<file path="src/rtl/tt_mux_slot_ctrl_pkg.sv">
// Shared types and packed-bus field layout for the multi-slot pin multiplexer.
// Bus layout: iw = {uio_in, ui_in, rst_n, clk}, ow = {uio_oe, uio_out, uo_out}.
package tt_mux_pkg;

  typedef enum logic [1:0] {
    ST_IDLE   = 2'd0,
    ST_OFF    = 2'd1,
    ST_ON_RST = 2'd2,
    ST_ACTIVE = 2'd3
  } mux_state_e;

  localparam int IW_W = 18;
  localparam int OW_W = 24;

  localparam int IW_CLK = 0;
  localparam int IW_RST = 1;
  localparam int IW_UI  = 2;
  localparam int IW_UIO = 10;

  localparam int OW_UO      = 0;
  localparam int OW_UIO_OUT = 8;
  localparam int OW_UIO_OE  = 16;

  function automatic logic [IW_W-1:0] pack_iw(input logic [7:0] uio, input logic [7:0] ui,
                                               input logic rst_b, input logic clk_b);
    logic [IW_W-1:0] iw;
    iw             = '0;
    iw[IW_CLK]     = clk_b;
    iw[IW_RST]     = rst_b;
    iw[IW_UI +: 8]  = ui;
    iw[IW_UIO +: 8] = uio;
    return iw;
  endfunction

endpackage

</file>
<file path="src/rtl/tt_mux_slot_ctrl_if.sv">
// Slot-select handshake and status bundle between a host controller and tt_mux_slot_ctrl.
interface tt_mux_slot_ctrl_if #(
  parameter int SLOT_AW = 2
);
  logic               sel_valid;
  logic [SLOT_AW-1:0] sel_slot;
  logic               sel_ready;
  logic               sel_err;
  logic               busy;
  logic               active_valid;
  logic [SLOT_AW-1:0] active_slot;

  modport master (
    output sel_valid, sel_slot,
    input  sel_ready, sel_err, busy, active_valid, active_slot
  );

  modport slave (
    input  sel_valid, sel_slot,
    output sel_ready, sel_err, busy, active_valid, active_slot
  );
endinterface

</file>
<file path="src/rtl/tt_mux_slot_ctrl_rst_seq.sv">
// Switchover sequencer: accepts slot requests and walks OFF -> ON_RST -> ACTIVE using a
// down-counter that reloads to RST_CYCLES on every phase entry.
//
// state     | meaning
// IDLE      | no slot enabled, ready for a request
// OFF       | all slots disabled and held in reset
// ON_RST    | target slot enabled, still held in reset
// ACTIVE    | target slot enabled and connected to the pins
module tt_mux_rst_seq
  import tt_mux_pkg::*;
#(
  parameter int NUM_SLOTS  = 4,
  parameter int RST_CYCLES = 4,
  parameter int SLOT_AW    = $clog2(NUM_SLOTS)
) (
  input  logic               clk,
  input  logic               rst_n,
  input  logic               sel_valid_i,
  input  logic [SLOT_AW-1:0] sel_slot_i,
  output logic               sel_ready_o,
  output logic               sel_err_o,
  output mux_state_e         state_o,
  output logic [SLOT_AW-1:0] target_o
);

  localparam int                 CNT_W       = $clog2(RST_CYCLES + 1);
  localparam logic [CNT_W-1:0]   CNT_LOAD    = CNT_W'(RST_CYCLES);
  localparam logic [CNT_W-1:0]   CNT_LAST    = CNT_W'(1);
  localparam logic [SLOT_AW:0]   NUM_SLOTS_W = (SLOT_AW + 1)'(NUM_SLOTS);

  mux_state_e         state_q;
  logic [SLOT_AW-1:0] target_q;
  logic [CNT_W-1:0]   cnt_q;
  logic               sel_err_q;
  logic               slot_ok;

  assign slot_ok     = {1'b0, sel_slot_i} < NUM_SLOTS_W;
  assign sel_ready_o = (state_q == ST_IDLE) || (state_q == ST_ACTIVE);

  always_ff @(posedge clk or negedge rst_n) begin
    if (!rst_n) begin
      state_q   <= ST_IDLE;
      target_q  <= '0;
      cnt_q     <= '0;
      sel_err_q <= 1'b0;
    end else begin
      sel_err_q <= 1'b0;
      case (state_q)
        ST_IDLE, ST_ACTIVE: begin
          if (sel_valid_i) begin
            if (slot_ok) begin
              target_q <= sel_slot_i;
              cnt_q    <= CNT_LOAD;
              state_q  <= ST_OFF;
            end else begin
              sel_err_q <= 1'b1;
              state_q   <= ST_IDLE;
            end
          end
        end
        ST_OFF: begin
          if (cnt_q == CNT_LAST) begin
            cnt_q   <= CNT_LOAD;
            state_q <= ST_ON_RST;
          end else begin
            cnt_q <= cnt_q - 1'b1;
          end
        end
        ST_ON_RST: begin
          if (cnt_q == CNT_LAST) begin
            cnt_q   <= '0;
            state_q <= ST_ACTIVE;
          end else begin
            cnt_q <= cnt_q - 1'b1;
          end
        end
        default: state_q <= ST_IDLE;
      endcase
    end
  end

  assign sel_err_o = sel_err_q;
  assign state_o   = state_q;
  assign target_o  = target_q;

endmodule

</file>
<file path="src/rtl/tt_mux_slot_ctrl.sv">
// Multi-slot pin multiplexer: fans host pins out to NUM_SLOTS project wrappers and muxes
// the active slot's outputs back. Optional MUX_OUT_REG_EN registers the pin outputs.
module tt_mux_slot_ctrl
  import tt_mux_pkg::*;
#(
  parameter int NUM_SLOTS  = 4,
  parameter int RST_CYCLES = 4,
  parameter int SLOT_AW    = $clog2(NUM_SLOTS)
) (
  input  logic                      clk,
  input  logic                      rst_n,
  tt_mux_slot_ctrl_if.slave         sel,
  input  logic [7:0]                ui_in_i,
  input  logic [7:0]                uio_in_i,
  input  logic                      proj_rst_n_i,
  output logic [7:0]                uo_out_o,
  output logic [7:0]                uio_out_o,
  output logic [7:0]                uio_oe_o,
  output logic [NUM_SLOTS-1:0]      slot_ena_o,
  output logic [NUM_SLOTS*IW_W-1:0] slot_iw_o,
  input  logic [NUM_SLOTS*OW_W-1:0] slot_ow_i
);

  mux_state_e         state;
  logic [SLOT_AW-1:0] target;
  logic               sel_ready;
  logic               sel_err;
  logic               in_active;
  logic               ena_phase;
  logic [OW_W-1:0]    ow_sel;
  logic [OW_W-1:0]    ow_pins;

  tt_mux_rst_seq #(
    .NUM_SLOTS  (NUM_SLOTS),
    .RST_CYCLES (RST_CYCLES),
    .SLOT_AW    (SLOT_AW)
  ) u_rst_seq (
    .clk         (clk),
    .rst_n       (rst_n),
    .sel_valid_i (sel.sel_valid),
    .sel_slot_i  (sel.sel_slot),
    .sel_ready_o (sel_ready),
    .sel_err_o   (sel_err),
    .state_o     (state),
    .target_o    (target)
  );

  assign in_active = (state == ST_ACTIVE);
  assign ena_phase = (state == ST_ON_RST) || in_active;

  assign sel.sel_ready    = sel_ready;
  assign sel.sel_err      = sel_err;
  assign sel.busy         = (state == ST_OFF) || (state == ST_ON_RST);
  assign sel.active_valid = in_active;
  assign sel.active_slot  = target;

  // Every slot sees the free-running clock; idle slots are parked by ena=0 and rst_n=0.
  for (genvar k = 0; k < NUM_SLOTS; k++) begin : g_slot
    logic is_tgt;
    assign is_tgt        = (target == SLOT_AW'(k));
    assign slot_ena_o[k] = ena_phase && is_tgt;
    assign slot_iw_o[k*IW_W +: IW_W] = (in_active && is_tgt)
                                       ? pack_iw(uio_in_i, ui_in_i, proj_rst_n_i, clk)
                                       : pack_iw(8'h00, 8'h00, 1'b0, clk);
  end

  always_comb begin
    ow_sel = '0;
    for (int k = 0; k < NUM_SLOTS; k++) begin
      if (target == SLOT_AW'(k)) ow_sel = slot_ow_i[k*OW_W +: OW_W];
    end
  end

`ifdef MUX_OUT_REG_EN
  logic [OW_W-1:0] ow_q;

  // Any request seen in ACTIVE is accepted and leaves ACTIVE, so the register zeroes on that edge.
  always_ff @(posedge clk or negedge rst_n) begin
    if (!rst_n) begin
      ow_q <= '0;
    end else begin
      ow_q <= (in_active && !sel.sel_valid) ? ow_sel : '0;
    end
  end

  assign ow_pins = ow_q;
`else
  assign ow_pins = in_active ? ow_sel : '0;
`endif

  assign uo_out_o  = ow_pins[OW_UO      +: 8];
  assign uio_out_o = ow_pins[OW_UIO_OUT +: 8];
  assign uio_oe_o  = ow_pins[OW_UIO_OE  +: 8];

endmodule

</file>
<file path="src/flat_wrapper.sv">
// flat-port wrapper written by rule: the top's interface ports become plain ports
module tt_mux_slot_ctrl_flat import tt_mux_pkg::*;
#(
  parameter int NUM_SLOTS  = 4,
  parameter int RST_CYCLES = 4,
  parameter int SLOT_AW    = $clog2(NUM_SLOTS)
)
  (clk, rst_n, ui_in_i, uio_in_i, proj_rst_n_i, uo_out_o, uio_out_o, uio_oe_o, slot_ena_o, slot_iw_o, slot_ow_i, sel_sel_valid, sel_sel_slot, sel_sel_ready, sel_sel_err, sel_busy, sel_active_valid, sel_active_slot);
  tt_mux_slot_ctrl_if #(.SLOT_AW(SLOT_AW)) sel_i ();
  input  logic clk;
  input  logic rst_n;
  input  logic [7:0] ui_in_i;
  input  logic [7:0] uio_in_i;
  input  logic proj_rst_n_i;
  output logic [7:0] uo_out_o;
  output logic [7:0] uio_out_o;
  output logic [7:0] uio_oe_o;
  output logic [NUM_SLOTS-1:0] slot_ena_o;
  output logic [NUM_SLOTS*IW_W-1:0] slot_iw_o;
  input  logic [NUM_SLOTS*OW_W-1:0] slot_ow_i;
  input wire logic [$bits(sel_i.sel_valid)-1:0] sel_sel_valid;
  input wire logic [$bits(sel_i.sel_slot)-1:0] sel_sel_slot;
  output wire logic [$bits(sel_i.sel_ready)-1:0] sel_sel_ready;
  output wire logic [$bits(sel_i.sel_err)-1:0] sel_sel_err;
  output wire logic [$bits(sel_i.busy)-1:0] sel_busy;
  output wire logic [$bits(sel_i.active_valid)-1:0] sel_active_valid;
  output wire logic [$bits(sel_i.active_slot)-1:0] sel_active_slot;
  assign sel_i.sel_valid = sel_sel_valid;
  assign sel_i.sel_slot = sel_sel_slot;
  assign sel_sel_ready = sel_i.sel_ready;
  assign sel_sel_err = sel_i.sel_err;
  assign sel_busy = sel_i.busy;
  assign sel_active_valid = sel_i.active_valid;
  assign sel_active_slot = sel_i.active_slot;
  tt_mux_slot_ctrl #(.NUM_SLOTS(NUM_SLOTS), .RST_CYCLES(RST_CYCLES), .SLOT_AW(SLOT_AW)) u_core (.clk(clk), .rst_n(rst_n), .sel(sel_i), .ui_in_i(ui_in_i), .uio_in_i(uio_in_i), .proj_rst_n_i(proj_rst_n_i), .uo_out_o(uo_out_o), .uio_out_o(uio_out_o), .uio_oe_o(uio_oe_o), .slot_ena_o(slot_ena_o), .slot_iw_o(slot_iw_o), .slot_ow_i(slot_ow_i));
endmodule
</file>
<file path="config.mk">
export PLATFORM = sky130hd
export DESIGN_NAME = tt_mux_slot_ctrl_flat
export DESIGN_NICKNAME = d
export VERILOG_FILES = /design/src/rtl/tt_mux_slot_ctrl_pkg.sv /design/src/rtl/tt_mux_slot_ctrl_if.sv /design/src/rtl/tt_mux_slot_ctrl_rst_seq.sv /design/src/rtl/tt_mux_slot_ctrl.sv /design/src/flat_wrapper.sv
export SDC_FILE = /design/constraint.sdc
export NUM_CORES = 1
export LEC_CHECK = 0
export BUFFER_PORTS_ARGS = -buffer_cell sky130_fd_sc_hd__clkbuf_2
export CELL_PAD_IN_SITES_DETAIL_PLACEMENT = 1
export CELL_PAD_IN_SITES_GLOBAL_PLACEMENT = 1
export CORE_UTILIZATION = 22
export DETAILED_ROUTE_END_ITERATION = 6
export GPL_TIMING_DRIVEN = 0
export PLACE_DENSITY_LB_ADDON = 0.12
export SLEW_MARGIN = 5
export SYNTH_ARGS = -nofsm -noshare
export SYNTH_HDL_FRONTEND = slang
export SYNTH_HIERARCHICAL = 1
export SYNTH_SLANG_ARGS = --single-unit
</file>
<file path="constraint.sdc">
create_clock -name clk -period 4.45 [get_ports clk]
set_input_delay 0.445 -clock clk [delete_from_list [all_inputs] [get_ports clk]]
set_output_delay 0.445 -clock clk [all_outputs]
set_load 0.01 [all_outputs]
</file>
# After elaboration in Yosys (flattened, before gate mapping)
# Index checks and enable logic that the tools add are counted.
dict set report word_totals {
  output_inout_bits 106
  input_bits 118
  register_bits 7
}
dict set report classes {
  add_sub_neg 1
  mux 17
  reduce_logical 16
  n_eq_ne 10
}
# op count
set ops {}
lappend ops {{24-bit 2-to-1 mux} 5}
lappend ops {{18-bit 2-to-1 mux} 4}
lappend ops {{3-bit 2-to-1 mux} 3}
lappend ops {{3-bit case mux with 3 select lines} 1}
lappend ops {{2-bit == test, second input constant} 4}
lappend ops {{1-bit logical AND} 8}
lappend ops {{2-bit 2-to-1 mux} 3}
lappend ops {{2-bit != test, second input constant} 3}
lappend ops {{2-bit case mux with 3 select lines} 1}
lappend ops {{2-bit by 1-bit == test with 1-bit output, second input constant} 2}
lappend ops {{2-bit zero test} 2}
lappend ops {{3-bit by 1-bit == test with 1-bit output, second input constant} 1}
lappend ops {{1-bit logical OR} 3}
lappend ops {{3-bit AND reduction} 1}
lappend ops {{3-bit by 1-bit subtractor with 3-bit output, second input constant} 1}
lappend ops {{2-bit AND reduction} 1}
lappend ops {{2-bit OR reduction} 1}

# Longest topological paths before layout
# Gate-level depths: netlist of the first run.
dict set report logic_depth {
  ltp_word 6
  mapped_depth 5
}

# Modules after synthesis
# The synthesis of the first run kept the hierarchy.
# module cells_each seq_area_each_um2 instances area_per_inst_um2
set modules_own_cells {}
lappend modules_own_cells {tt_mux_slot_ctrl 179 0.0 1 1388.8}
lappend modules_own_cells {tt_mux_rst_seq 39 175.2 1 400.4}

==> run summary, run 1 <==
Synth Register Bits = 7
Vias = 2423
initial antenna violation count = 0
launch point of the worst path = clk
Initial DRT Pass Iterations = 4
RSZ-0062 raised after global routing = false
Ports = 224
Synth Area in Simple Gates = 31.05%
Initial Util = 22.92%
final hold violation count = 0
Synth warnings = 6
CTS tree = built
Die W = 92.18 um
TNS Setup = 0 ns
GR Overflow Total = 0
Die Y = 92.18 um
Lkg Pwr = 1.911 nW
Sequential Power Share = 6.7%
GP Congestion = 0.7251
Synth Area in XOR/XNOR = 0%
Final HPWL DP = 7070 um
post-layout net count = 575
die area = 8497 um2
most frequent cell after synthesis = and2_1
Worst Setup Path Type = clock port to output port
diode count = 0
Core Area = 7807 um2
CP required = 4.01 ns
Clock power frac = 15.6%
Clock transition at path regs = 0.04 ns
Worst-Skew Late Latency = 0.34 ns
Worst Hold Launch = sel_sel_slot[1]
port bufs = 222
Pwr per Cell Area = 610.8 nW/um2
number of synthesized flops with an enable pin = 0
first-pass GRT wire length = 12530 um
Post-Synth Adder-Cell Area = 4.895%
Reg-to-Reg Start = u_core/u_rst_seq/state_o[0]
skew final = 0.0008602 ns
CP Max Fanout = 2
Global Route Usage Sum = 18.96%
Slew Limit Fails = 0
Area growth syn-to-layout = 75.38%
Critical Path AT = 2.70 ns
ys flop type = dfrtp_1
maximum VDD drop = 0.0004548 V
Internal = 988.0 uW
Synth Instances = 218
# setup viols final = 0
share of layout cells above drive strength 1 = 57.68%
Net Switching = 928.7 uW
mux share of post-synthesis cell area = 28.67%
most frequent cells after synthesis = and2_1, mux2i_1, o22ai_1
post-synthesis compound-gate area fraction = 11.75%
HP Class = primary input to register
post-synthesis cell type count = 27
final cell utilization of the core = 40.19%
Max-Cap Viols = 0
register area share after synthesis = 9.790%
Comb pwr share = 77.6%
Starting DRT DRC Count = 23
post-DR vias/cell = 4.397
synthesized area per cell = 8.207 um2
share of the synthesized area in the top cell type = 27.41%
CTS resizes = 0
Worst setup EP type = output port
synth top area cells = mux2i_1, and2_1, dfrtp_1, o22ai_1, buf_6
total wire length = 8385 um
largest family of logic cells by synthesized area = simple AND/OR/NAND/NOR gates
largest net degree at the start of global routing = 11
vias in the first global route = 2385
std cell rows = 32
Mapped Area = 1789 um2
worst hold slack = 0.3362 ns
Remaining DRCs = 0
asr flop ratio synth = 100.0%
Worst setup SP type = clock port
total nets after synthesis = 343
Avg WL per Cell = 15.22 um
switching share of power = 48.45%
Yosys top cell by area = mux2i_1
status = complete, no violations
post-route antenna net violation count = 0
power groups by stage:
stage	logic, mW	registers (mW)	clock network, mW
after detailed placement	1.51	0.131	0.104
after CTS	1.51	0.130	0.310
after global routing	1.63	0.135	0.320
after global placement	1.49	0.129	0.104
final	1.49	0.129	0.300
after floorplan	0.974	0.125	0.0741
worst paths after layout:
check	endpoint	slack, ns	depth (start not counted)
setup / recovery	slot_iw_o[54]	1.30	4
hold / removal	u_core/u_rst_seq/target_o[1]	0.34	2
setup reg to reg	u_core/u_rst_seq/cnt_q[0]	2.85	4
hold reg to reg	u_core/u_rst_seq/cnt_q[1]	0.55	2
max in group asynchronous	u_core/u_rst_seq/state_o[0]	3.79	2
min in group asynchronous	u_core/u_rst_seq/cnt_q[1]	0.49	2
layer usage:
layer  share of wire, %  GRT usage [%]
met2                 53          35.26
met1                 39          21.24
met3                6.4          3.897
met5                  0              0
met4               0.95          6.380
flip-flops by register name (all words and copies together), names as in the netlist:
name                       count
u_core/u_rst_seq/cnt_q         3
u_core/u_rst_seq/state_o       2
u_core/u_rst_seq/target_o      2
layout by cell type (no fill, tap or decap):
cell type / netlist / final
dfrtp_1: 7 / 7
ha_1: 7 / 7
clkbuf_8: 0 / 7
nand2_1: 4 / 4
and2_1: 68 / 68
nor2_1: 5 / 5
or4_1: 1 / 1
clkbuf_1: 0 / 1
buf_2: 3 / 3
nor3b_1: 2 / 2
mux2i_1: 49 / 49
inv_1: 7 / 7
nor2b_2: 1 / 1
nor3b_4: 1 / 1
o2bb2ai_1: 1 / 1
a21oi_1: 1 / 1
buf_6: 12 / 12
o22ai_1: 23 / 23
clkbuf_2: 0 / 222
o22ai_2: 1 / 1
o32ai_1: 1 / 1
and3_1: 1 / 1
mux2_2: 2 / 2
nor3_1: 2 / 2
nand2b_1: 2 / 2
dlygate4sd3_1: 0 / 1
o21ai_0: 4 / 4
o221a_2: 1 / 1
conb_1: 1 / 1
and3b_1: 2 / 2
buf_4: 9 / 9
final cells by class:
type	instances	area [um2]
inverter	7	26.28
clock buffer	12	120.1
multi-input combinational	180	1370
fill	1037	4669
buffer	24	217.7
timing repair buffer	219	1101
sequential	7	175.2
tap	102	127.6
worst max-delay path, cell delays in order:
cell and delay [ns]:
clkbuf_8 0.11, clkbuf_8 0.12, buf_4 0.12, clkbuf_2 0.12
cell families after synthesis:
logic type               Yosys count
other                              1
flip-flops                         7
buffers and inverters             31
adder cells (fa/ha/maj)            7
multiplexers                      51
AO/OA/AOI/OAI                     32
AND/OR/NAND/NOR                   89
what timing repair did:
item | 4_1_cts | 5_1_grt
hold buffers | 1 | 0
buffers inserted | 0 | 0
hold endpoints to repair | 7 | 0
through the flow:
stage	setup slack, ns	total power [mW]	cell area, um2	instances
detailed placement	1.565	1.742	3028	542
floorplan	1.661	1.173	1789	218
CTS	1.290	1.951	3138	551
finish	1.303	1.917	3138	551
global placement	1.565	1.719	3028	542
global route	1.287	2.084	3138	551
Note: power is estimated with default switching activity, not from simulation.
==> run 2, diff against run 1 <==
--- a/config.mk
+++ b/config.mk
@@ -8,7 +8,7 @@
 export BUFFER_PORTS_ARGS = -buffer_cell sky130_fd_sc_hd__clkbuf_2
 export CELL_PAD_IN_SITES_DETAIL_PLACEMENT = 1
 export CELL_PAD_IN_SITES_GLOBAL_PLACEMENT = 1
-export CORE_UTILIZATION = 22
+export CORE_UTILIZATION = 20
 export DETAILED_ROUTE_END_ITERATION = 6
 export GPL_TIMING_DRIVEN = 0
 export PLACE_DENSITY_LB_ADDON = 0.12
==> constraint.sdc (replaced) <==
create_clock -name clk -period 3 [get_ports clk]
set_input_delay 0.3 -clock clk [delete_from_list [all_inputs] [get_ports clk]]
set_output_delay 0.3 -clock clk [all_outputs]
set_load 0.01 [all_outputs]
==> run summary, run 2 (synthesis gave the netlist of run 1 again) <==
status = complete, no violations
Lkg Pwr = 1.911 nW (unchanged)
CP endpoint = slot_iw_o[16]
post-layout min period = 2.279 ns
RSZ-0062 raised after global routing = false
Final HPWL DP = 6854 um (-3.1%)
Max Fclk = 0.4387 GHz
total wire length = 8058 um (-3.9%)
# setup viols final = 0 (unchanged)
final hold violation count = 0 (unchanged)
CTS tree = built
Worst Setup Path Type = register to output port
FF-to-FF End = u_core/u_rst_seq/cnt_q[0]
launch point of the worst path = u_core/u_rst_seq/state_o[0]
Worst setup EP type = output port
Area growth syn-to-layout = 75.80%
max reg flops = 3 (unchanged)
Slowest Stage Delay on Critical Path = 0.42 ns (+0.30 ns)
fin crit share = 75.98%
Vias = 2454 (+1.3%)
Reg-to-Reg Start = u_core/u_rst_seq/state_o[0]
Fillers = 1128 (+8.8%)
most common library cell in the layout ignoring fill and taps = clkbuf_2
HP Class = primary input to register
post-layout net count = 575 (unchanged)
final cell utilization of the core = 36.25% (-3.9 points)
post-DR vias/cell = 4.406 (+0.19%)
Avg WL per Cell = 14.47 um (-4.9%)
skew final = 0.0004265 ns (-0.0004337 ns)
Initial Util = 20.62% (-2.3 points)
Core Area = 8678 um2 (+11%)
largest net degree at the start of global routing = 11 (unchanged)
Initial DRT Pass Iterations = 3 (-1)
GR Overflow Total = 0 (unchanged)
port bufs = 222 (unchanged)
DP Worst Slack = 0.9847 ns (-0.5800 ns)
first-pass GRT wire length = 11230 um (-10%)
Global Route Usage Sum = 15.56% (-3.4 points)
initial antenna violation count = 0 (unchanged)
CP required = 2.70 ns (-1.31 ns)
total power = 2.829 mW (+48%)
std cell rows = 34 (+6.3%)
maximum VDD drop = 0.0005568 V (+22%)
Starting DRT DRC Count = 18 (-22%)
Biggest register = u_core/u_rst_seq/cnt_q
Pwr per Cell Area = 899.5 nW/um2 (+47%)
CTS resizes = 0 (unchanged)
TNS Setup = 0 ns (unchanged)
CTS hold repair buffers = 1 (unchanged)
CP Cell Sequence = ha_1 > nor3b_4 > buf_4 > and2_1 > clkbuf_2
Die Y = 96.59 um (+4.8%)
R2R depth = 4 (unchanged)
share of layout cells above drive strength 1 = 57.68% (unchanged)
diode count = 0 (unchanged)
GP Congestion = 0.7176 (-1.0%)
Worst-Skew Late Latency = 0.33 ns (about the same)
Slowest cell on crit path = nor3b_4
Worst R2R Setup Slack = 1.38 ns (-1.47 ns)
Slew Limit Fails = 0 (unchanged)
Critical Path AT = 1.98 ns (-0.72 ns)
vias in the first global route = 2280 (-4.4%)
Die W = 96.59 um (+4.8%)
CP Max Fanout = 10 (+8)
die area = 9329 um2 (+9.8%)
Max-Cap Viols = 0 (unchanged)
Clock transition at path regs = 0.04 ns (about the same)
Ports = 224 (unchanged)
worst setup margin = 0.7205 ns (-0.5826 ns)
postcts setup bufs = 0 (unchanged)
Worst setup SP type = register
Remaining DRCs = 0 (unchanged)
post-route antenna net violation count = 0 (unchanged)
most frequent cells in the layout = clkbuf_2, and2_1, mux2i_1
run 2: cell counts in the layout (fill, tap and decap cells not counted):
Identical to the previous run, type by type.
run 2: how the worst min path moves through the flow:
stage / from / slack (ns) / cells after the start / to
finish: sel_sel_slot[0] / 0.21 / 2 / u_core/u_rst_seq/target_o[0]
global placement: rst_n / 0.16 / 1 / u_core/u_rst_seq/target_o[1]
floorplan: rst_n / 0.004 / 0 / u_core/u_rst_seq/cnt_q[0]
detailed placement: rst_n / 0.15 / 1 / u_core/u_rst_seq/target_o[1]
global route: sel_sel_slot[0] / 0.20 / 2 / u_core/u_rst_seq/target_o[0]
CTS: sel_sel_slot[0] / 0.20 / 2 / u_core/u_rst_seq/target_o[0]
run 2: power breakdown:
part / leakage, nW / total [mW] / internal, mW / switching [mW]
registers: 0.0833 / 0.189 / 0.141 / 0.0479
logic: 1.74 / 2.20 / 1.02 / 1.18
clock network: 0.0873 / 0.443 / 0.305 / 0.137
run 2: critical path: cells and delay by family, from the launching register on:
kind	cells	cell delay, ns
fa+ha+maj	1	0.34
simple gates	2	0.55
buf+inv	2	0.36
flops	1	0.41
run 2: through the flow:
| step | instance area, um2 | hold WS (ns) | std cells |
|---|---|---|---|
| final | 3146 | 0.2061 | 557 |
| after global routing | 3146 | 0.2003 | 557 |
| after CTS | 3146 | 0.2001 | 557 |
| after detailed placement | 3035 | 0.1469 | 548 |
| after global placement | 3035 | 0.1557 | 548 |
| after floorplan | 1789 | 0.004409 | 218 |
run 2: routing by layer:
| metal | share of wire (%) | up-vias | routed length [um] | GRT usage, % |
|---|---|---|---|---|
| li1 | - | 1216 | - | - |
| met2 | 53 | 107 | 4287 | 28.81 |
| met5 | 0 | - | 0 | 0 |
| met4 | 0.38 | 0 | 31 | 5.147 |
| met1 | 38 | 1128 | 3076 | 17.72 |
| met3 | 8.2 | 3 | 662 | 2.973 |
run 2: cell type report:
cell class	count	area (um2)	share of cell area, %
timing repair buffer	219	1101	35.00
multi-input combinational	180	1370	43.56
sequential	7	175.2	5.569
inverter	7	26.28	0.8353
clock buffer	12	120.1	3.819
buffer	24	217.7	6.921
tap	108	135.1	4.296
